**src/rtl/conv_frame_feeder.sv**
```systemverilog
// Frame feeder for the 4x4 convolution engine: buffers one kernel plus one 4x64 strip
// and replays it as a 34-cycle, 8-lane frame on request, optionally chained back-to-back.
module conv_frame_feeder #(
    parameter int DATA_W    = 8,
    parameter int FRAME_LEN = 34,
    parameter int NUM_COLS  = 2*FRAME_LEN-4,
    parameter int ADDR_W    = 9
) (
    input  logic              clk,
    input  logic              rst_n,
    input  logic              wr_en,
    input  logic [ADDR_W-1:0] wr_addr,
    input  logic [DATA_W-1:0] wr_data,
    input  logic              start,
    output logic              busy,
    output logic              done,
    output logic              wr_err,
    output logic              out_start_conv,
    output logic [DATA_W-1:0] out_data0,
    output logic [DATA_W-1:0] out_data1,
    output logic [DATA_W-1:0] out_data2,
    output logic [DATA_W-1:0] out_data3,
    output logic [DATA_W-1:0] out_data4,
    output logic [DATA_W-1:0] out_data5,
    output logic [DATA_W-1:0] out_data6,
    output logic [DATA_W-1:0] out_data7
);

    localparam int BUF_BYTES = 16 + 4*NUM_COLS;
    localparam int CYC_W     = $clog2(FRAME_LEN);
    localparam int LANES     = 8;
    localparam logic [CYC_W-1:0]  LAST_CYC  = CYC_W'(FRAME_LEN-1);
    localparam logic [ADDR_W-1:0] LAST_ADDR = ADDR_W'(BUF_BYTES-1);

    typedef enum logic {IDLE, SEND} state_t;

    state_t            state_q;
    logic [CYC_W-1:0]  cyc_q, cyc_d;
    logic              go_d;
    logic              frame_q, done_q, wr_err_q;
    logic              wr_ok;
    logic [ADDR_W-1:0] base_d;
    logic [DATA_W-1:0] lane_q [LANES];
    logic [DATA_W-1:0] lane_d [LANES];
    logic [DATA_W-1:0] mem    [BUF_BYTES];

    assign wr_ok = wr_en && (state_q == IDLE) && (wr_addr <= LAST_ADDR);

    always_ff @(posedge clk) begin
        if (wr_ok) begin
            mem[wr_addr] <= wr_data;
        end
    end

    // Sequencing: every frame word k occupies buffer bytes 8k..8k+7, kernel included.
    always_comb begin
        go_d  = 1'b0;
        cyc_d = '0;
        case (state_q)
            IDLE: go_d = start;
            SEND: begin
                if (cyc_q == LAST_CYC) begin
                    go_d = start;
                end else begin
                    go_d  = 1'b1;
                    cyc_d = cyc_q + 1'b1;
                end
            end
            default: go_d = 1'b0;
        endcase
        base_d = ADDR_W'({cyc_d, 3'b000});
        for (int i = 0; i < LANES; i++) begin
            lane_d[i] = '0;
            if (go_d) begin
                // Same-edge write forwarding so a write coinciding with start is seen.
                if (wr_ok && (wr_addr == base_d + ADDR_W'(i))) begin
                    lane_d[i] = wr_data;
                end else begin
                    lane_d[i] = mem[base_d + ADDR_W'(i)];
                end
            end
        end
    end

    always_ff @(posedge clk or negedge rst_n) begin
        if (!rst_n) begin
            state_q  <= IDLE;
            cyc_q    <= '0;
            frame_q  <= 1'b0;
            done_q   <= 1'b0;
            wr_err_q <= 1'b0;
            for (int i = 0; i < LANES; i++) begin
                lane_q[i] <= '0;
            end
        end else begin
            state_q  <= go_d ? SEND : IDLE;
            cyc_q    <= cyc_d;
            frame_q  <= go_d;
            done_q   <= go_d && (cyc_d == LAST_CYC);
            wr_err_q <= wr_en && !wr_ok;
            for (int i = 0; i < LANES; i++) begin
                lane_q[i] <= lane_d[i];
            end
        end
    end

    assign busy           = frame_q;
    assign out_start_conv = frame_q;
    assign done           = done_q;
    assign wr_err         = wr_err_q;
    assign out_data0      = lane_q[0];
    assign out_data1      = lane_q[1];
    assign out_data2      = lane_q[2];
    assign out_data3      = lane_q[3];
    assign out_data4      = lane_q[4];
    assign out_data5      = lane_q[5];
    assign out_data6      = lane_q[6];
    assign out_data7      = lane_q[7];

endmodule
```
**config.mk**
```make
export PLATFORM = sky130hd
export DESIGN_NAME = conv_frame_feeder
export DESIGN_NICKNAME = d
export VERILOG_FILES = /design/src/rtl/conv_frame_feeder.sv
export SDC_FILE = /design/constraint.sdc
export NUM_CORES = 2
export LEC_CHECK = 0
export CAP_MARGIN = 20
export CORE_MARGIN = 3
export CORE_UTILIZATION = 35
export DETAILED_ROUTE_END_ITERATION = 6
export REMOVE_ABC_BUFFERS = 1
export SLEW_MARGIN = 5
export SYNTH_ARGS = -nofsm -noshare
export SYNTH_HDL_FRONTEND = slang
export SYNTH_SLANG_ARGS = --single-unit
```
**constraint.sdc**
```tcl
create_clock -name clk -period 6.3 [get_ports clk]
set_clock_uncertainty 0.2 [all_clocks]
set_input_delay 1.26 -clock clk [delete_from_list [all_inputs] [get_ports clk]]
set_output_delay 1.26 -clock clk [all_outputs]
set_load 0.005 [all_outputs]
```
## After elaboration in Yosys (flattened, before gate mapping)

Memories as Yosys holds them, arrays and structs flattened.
Index checks and enable logic that the tools add are counted.

- Add/subtract/negate cells: 8
- Magnitude comparators: 1
- Eq/ne operators: 10
- Mux-type cells: 23
- Bitwise logic cells: 1
- Reductions and logical operators: 13

Operators by type and width:

| operator | count |
|---|---|
| two-way mux 8 bit | 16 |
| == test 9 bit | 8 |
| adder 9 x 3 -> 9 bit (second input constant) | 4 |
| adder 9 x 2 -> 9 bit (second input constant) | 2 |
| == test 6 bit (second input constant) | 2 |
| logical AND 1 bit | 12 |
| two-way mux 6 bit | 2 |
| adder 9 x 1 -> 9 bit (second input constant) | 1 |
| less-or-equal comparator 9 bit (second input constant) | 1 |
| adder 6 x 1 -> 6 bit (second input constant) | 1 |
| two-way mux 1 bit | 4 |
| one-hot mux 1 bit (2 select lines) | 1 |
| logical NOT 1 bit | 1 |
| NOT 1 bit | 1 |

- Register bits after elaboration: 74
- RAM bits: 2,176
- Input port bits: 21
- Output and inout port bits: 68
- Word-level logic and storage cells: 70
- Memories: 1

Memory list:

| name | depth | bits a word | read ports | clocked after memory_dff | write ports | RTL line | source |
|---|---|---|---|---|---|---|---|
| mem | 272 | 8 | 8 | 0 | 1 | 45 | `logic [DATA_W-1:0] mem [BUF_BYTES];` |

## Depth between registers and ports, before layout

- Depth in word-level cells: 8
- Mapped depth: 15
- Mapped depth without buffers: 10

## Worst setup path after synthesis

OpenSTA, ideal clock, no wires.

- Path kind: in2reg
- Start point: input wr_addr[5]
- End point: memory mem[102][0] (enable)
- Library setup time: 0.370 ns
- Data arrival time: 3.004 ns
- Required time: 5.730 ns
- Slack: 2.726 ns
- Stages: 7
- Path buffers: 3
- Cells stage by stage: clkbuf_1 o41ai_2 and3_1 clkbuf_1 nand3_1 clkbuf_1 nor2_1

- Cells in the longest elaborated chain, start to end: 4

Ends and longest elaborated chain:

| what | RTL line | source |
|---|---|---|
| start: declaration | 12 | `input logic [ADDR_W-1:0] wr_addr,` |
| less-or-equal comparator 9 bit | 47 | `assign wr_ok = wr_en && (state_q == IDLE) && (wr_addr <= LAST_ADDR);` |
| logical AND 1 bit | 47 |  |
| two-way mux 1 bit | 50 | `if (wr_ok) begin` |
| two-way mux 1 bit (implied by the code) | 51 | `mem[wr_addr] <= wr_data;` |
| end: declaration | 45 |  |

Parallel ways exist; a longest one is shown, timed or not.

==> results.json <==
{
  "status": "finished, final reports clean",
  "path_clk_slew_ps": 60,
  "synth_largest_area_cell": "edfxtp_1",
  "timing.final.crit_share_pct": 79.1,
  "dr.pass1.iters": 6,
  "stdcell_count": 9538,
  "gr-total-overflow": 0,
  "ir_worst_vdd_v": 0.000579,
  "holdWs_ps": 369,
  "design_area_mm2": 0.102,
  "yosys-top-cells-area": "edfxtp_1 (73%), mux2i_1 (4.1%), nand2_1 (4.0%), mux4_2 (3.8%), a21oi_1 (2.7%)",
  "clk_path_buf_depth": 3,
  "grtUsageTotal_pct": 20.2,
  "dpl_cell_area_mm2": 0.0949,
  "fin_nets": 6018,
  "synthArstFlopShare_pct": 3.25,
  "synth_edf_count": 2176,
  "ys.warnings.count": 0,
  "row_count": 184,
  "place_congestion": 0.862,
  "syn-cell-area_mm2": 0.0889,
  "syn_avg_cell_area_um2": 15.3,
  "initial_utilization_pct": 35.3,
  "cp.required_ps": 6860,
  "postCtsHoldBufs": 0,
  "dieArea_mm2": 0.260,
  "area_delta_synth_final_pct": 14.6,
  "routed_wl_mm": 267,
  "mostFrequentLayoutCell": "edfxtp_1",
  "ys_seq_elements": 2249,
  "drive_gt1_share_pct": 13.1,
  "die_w_um": 510,
  "setup-violations-final": 0,
  "cts_buffers": 218,
  "rsz0062_at_grt": "no",
  "finalHoldViolations": 0,
  "htreeDepth": 4,
  "dpl.cell_count": 9122,
  "drv_cap": 0,
  "post-cts-setup-buffers": 0,
  "crit_fanout": 20,
  "dp_hpwl_mm": 161,
  "maxSlewViolCount": 0,
  "antenna_found_initial": 15,
  "fmax_ghz": 0.201,
  "synth_cells": 5796,
  "antenna_left": 0,
  "p_per_area_mw_per_mm2": 500,
  "mostFrequentLayoutCells": "edfxtp_1 (2176), nand2_1 (937), a21oi_1 (482)",
  "grt_pass1_vias": 52100,
  "portBuffers": 88,
  "worst_slew_pin_slew_ps": 1130,
  "core_area_mm2": 0.252,
  "min_period_ps": 4980,
  "clkLatencyLatePin_ps": 870,
  "die_h_um": 510,
  "cts_tree": "built",
  "min-delay-path-class": "in2async",
  "clock-root-buffer": "clkbuf_16",
  "viasPerCell": 5.57,
  "crit_path_start_kind": "register",
  "end_kind": "register",
  "synth.yosys.seq_area_share_pct": 75.5,
  "path_class": "reg2reg",
  "finalPower_uw": 51000,
  "nFillCells": 22700,
  "relSlewSlack_pct": 24.4,
  "post_cts_resized": 0,
  "grt_max_degree": 176,
  "grt_pass1_wl_mm": 381,
  "clock-sinks": 2249,
  "synth_cell_types": 75,
  "drc": 0,
  "utilization_pct": 40.4,
  "wl_per_cell_um": 28.0,
  "p_leak_uw": 0.0333,
  "num_vias": 53100,
  "drt_iter0_markers": 7283,
  "io-pin-count": 89,
  "synthFlopType": "edfxtp_1",
  "cp_data_arrival_time_ps": 5540,
  "synthDominantCellAreaShare_pct": 73.5
}
-- flip-flops by register name (all words and copies together) (netlist names), 6 cells and up --
| signal | count |
|---|---|
| out_data2 | 8 |
| out_data6 | 8 |
| out_data0 | 8 |
| cyc_q | 6 |
| out_data3 | 8 |
| out_data1 | 8 |
| out_data5 | 8 |
| out_data4 | 8 |
| mem | 2176 |
| out_data7 | 8 |
-- final timing paths --
| path | startpoint | end | depth (start not counted) | slack, ps |
|---|---|---|---|---|
| max in group asynchronous | rst_n | cyc_q[1] | 2 | 4410 |
| min in group clk | mem[257][6] | out_data1[6] | 4 | 520 |
| worst max-delay path | busy | out_data6[6] | 10 | 1320 |
| worst max register to register | busy | out_data6[6] | 10 | 1320 |
| worst min register to register | mem[257][6] | out_data1[6] | 4 | 520 |
| worst min-delay path | rst_n | out_data6[7] | 1 | 370 |
-- power breakdown --
part,internal (µW),total [µW],switching (µW),leakage [µW]
combinational,6510,21000,14500,0.00943
clock,7250,12900,5650,0.00342
sequential,16700,17100,373,0.0204
total,30400,51000,20500,0.0333
-- cells in the mapped netlist, types with 11 or more instances --
master	instances
o22ai_1	173
nand4_1	12
a211oi_1	25
buf_1	29
inv_1	11
buf_2	87
a21oi_1	484
dfrtp_1	73
a221oi_1	81
nand2_1	945
nor3_1	60
a2111oi_0	20
o221ai_1	28
mux2i_1	360
nor4_1	35
a31oi_1	41
edfxtp_1	2176
buf_6	13
clkbuf_1	219
mux4_2	149
buf_4	43
o21ai_0	172
nand3_1	69
nor2_1	361
-- metal layers --
metal | global-route usage, % | wire length [µm] | part of all wire (%)
met4 | 7.47 | 10300 | 3.9
met2 | 31.4 | 123000 | 46
met3 | 4.31 | 25800 | 9.7
met5 | 0 | 13 | 0.0049
met1 | 27.9 | 108000 | 40
-- critical path: stages, from the launching register on --
cell      delay, ps
dfrtp_1         830
inv_1           260
a21oi_4         820
buf_4           490
nand2_1         390
inv_2           390
buf_4           530
a211oi_1        160
nor2_1          440
a221oi_1        170
a21oi_1         180
-- through the flow --
step / setup slack (ps) / TNS (ps)
floorplan: -3920 / -246750
global placement: 888 / 0
detailed placement: 931 / 0
CTS: 1480 / 0
global route: 1300 / 0
finish: 1320 / 0
-- cell type report --
| cell class | count | area, µm² | area share [%] |
|---|---|---|---|
| diodes | 7 | 17.5 | 0.0172 |
| clock buffers | 298 | 5970 | 5.85 |
| clock inverters | 110 | 1050 | 1.03 |
| inverters | 16 | 93.8 | 0.0921 |
| multi-input cells | 3137 | 20000 | 19.6 |
| flip-flops and latches | 2249 | 67200 | 65.9 |
| well taps | 3348 | 4190 | 4.11 |
| repair buffers | 373 | 3400 | 3.34 |
-- logic make-up (layout without fill, tap and decap cells) --
group,count (synthesis),count (layout),share of synthesized area (%)
other cells,0,7,0
flops,2249,2249,75.5
compound gates,1089,1089,7.32
mux,515,515,7.90
simple gates,1524,1524,6.95
xor+xnor,7,7,0.0689
buf+inv,410,797,2.19
fa+ha+maj,2,2,0.0281
Power figures use the tool's default switching activity.
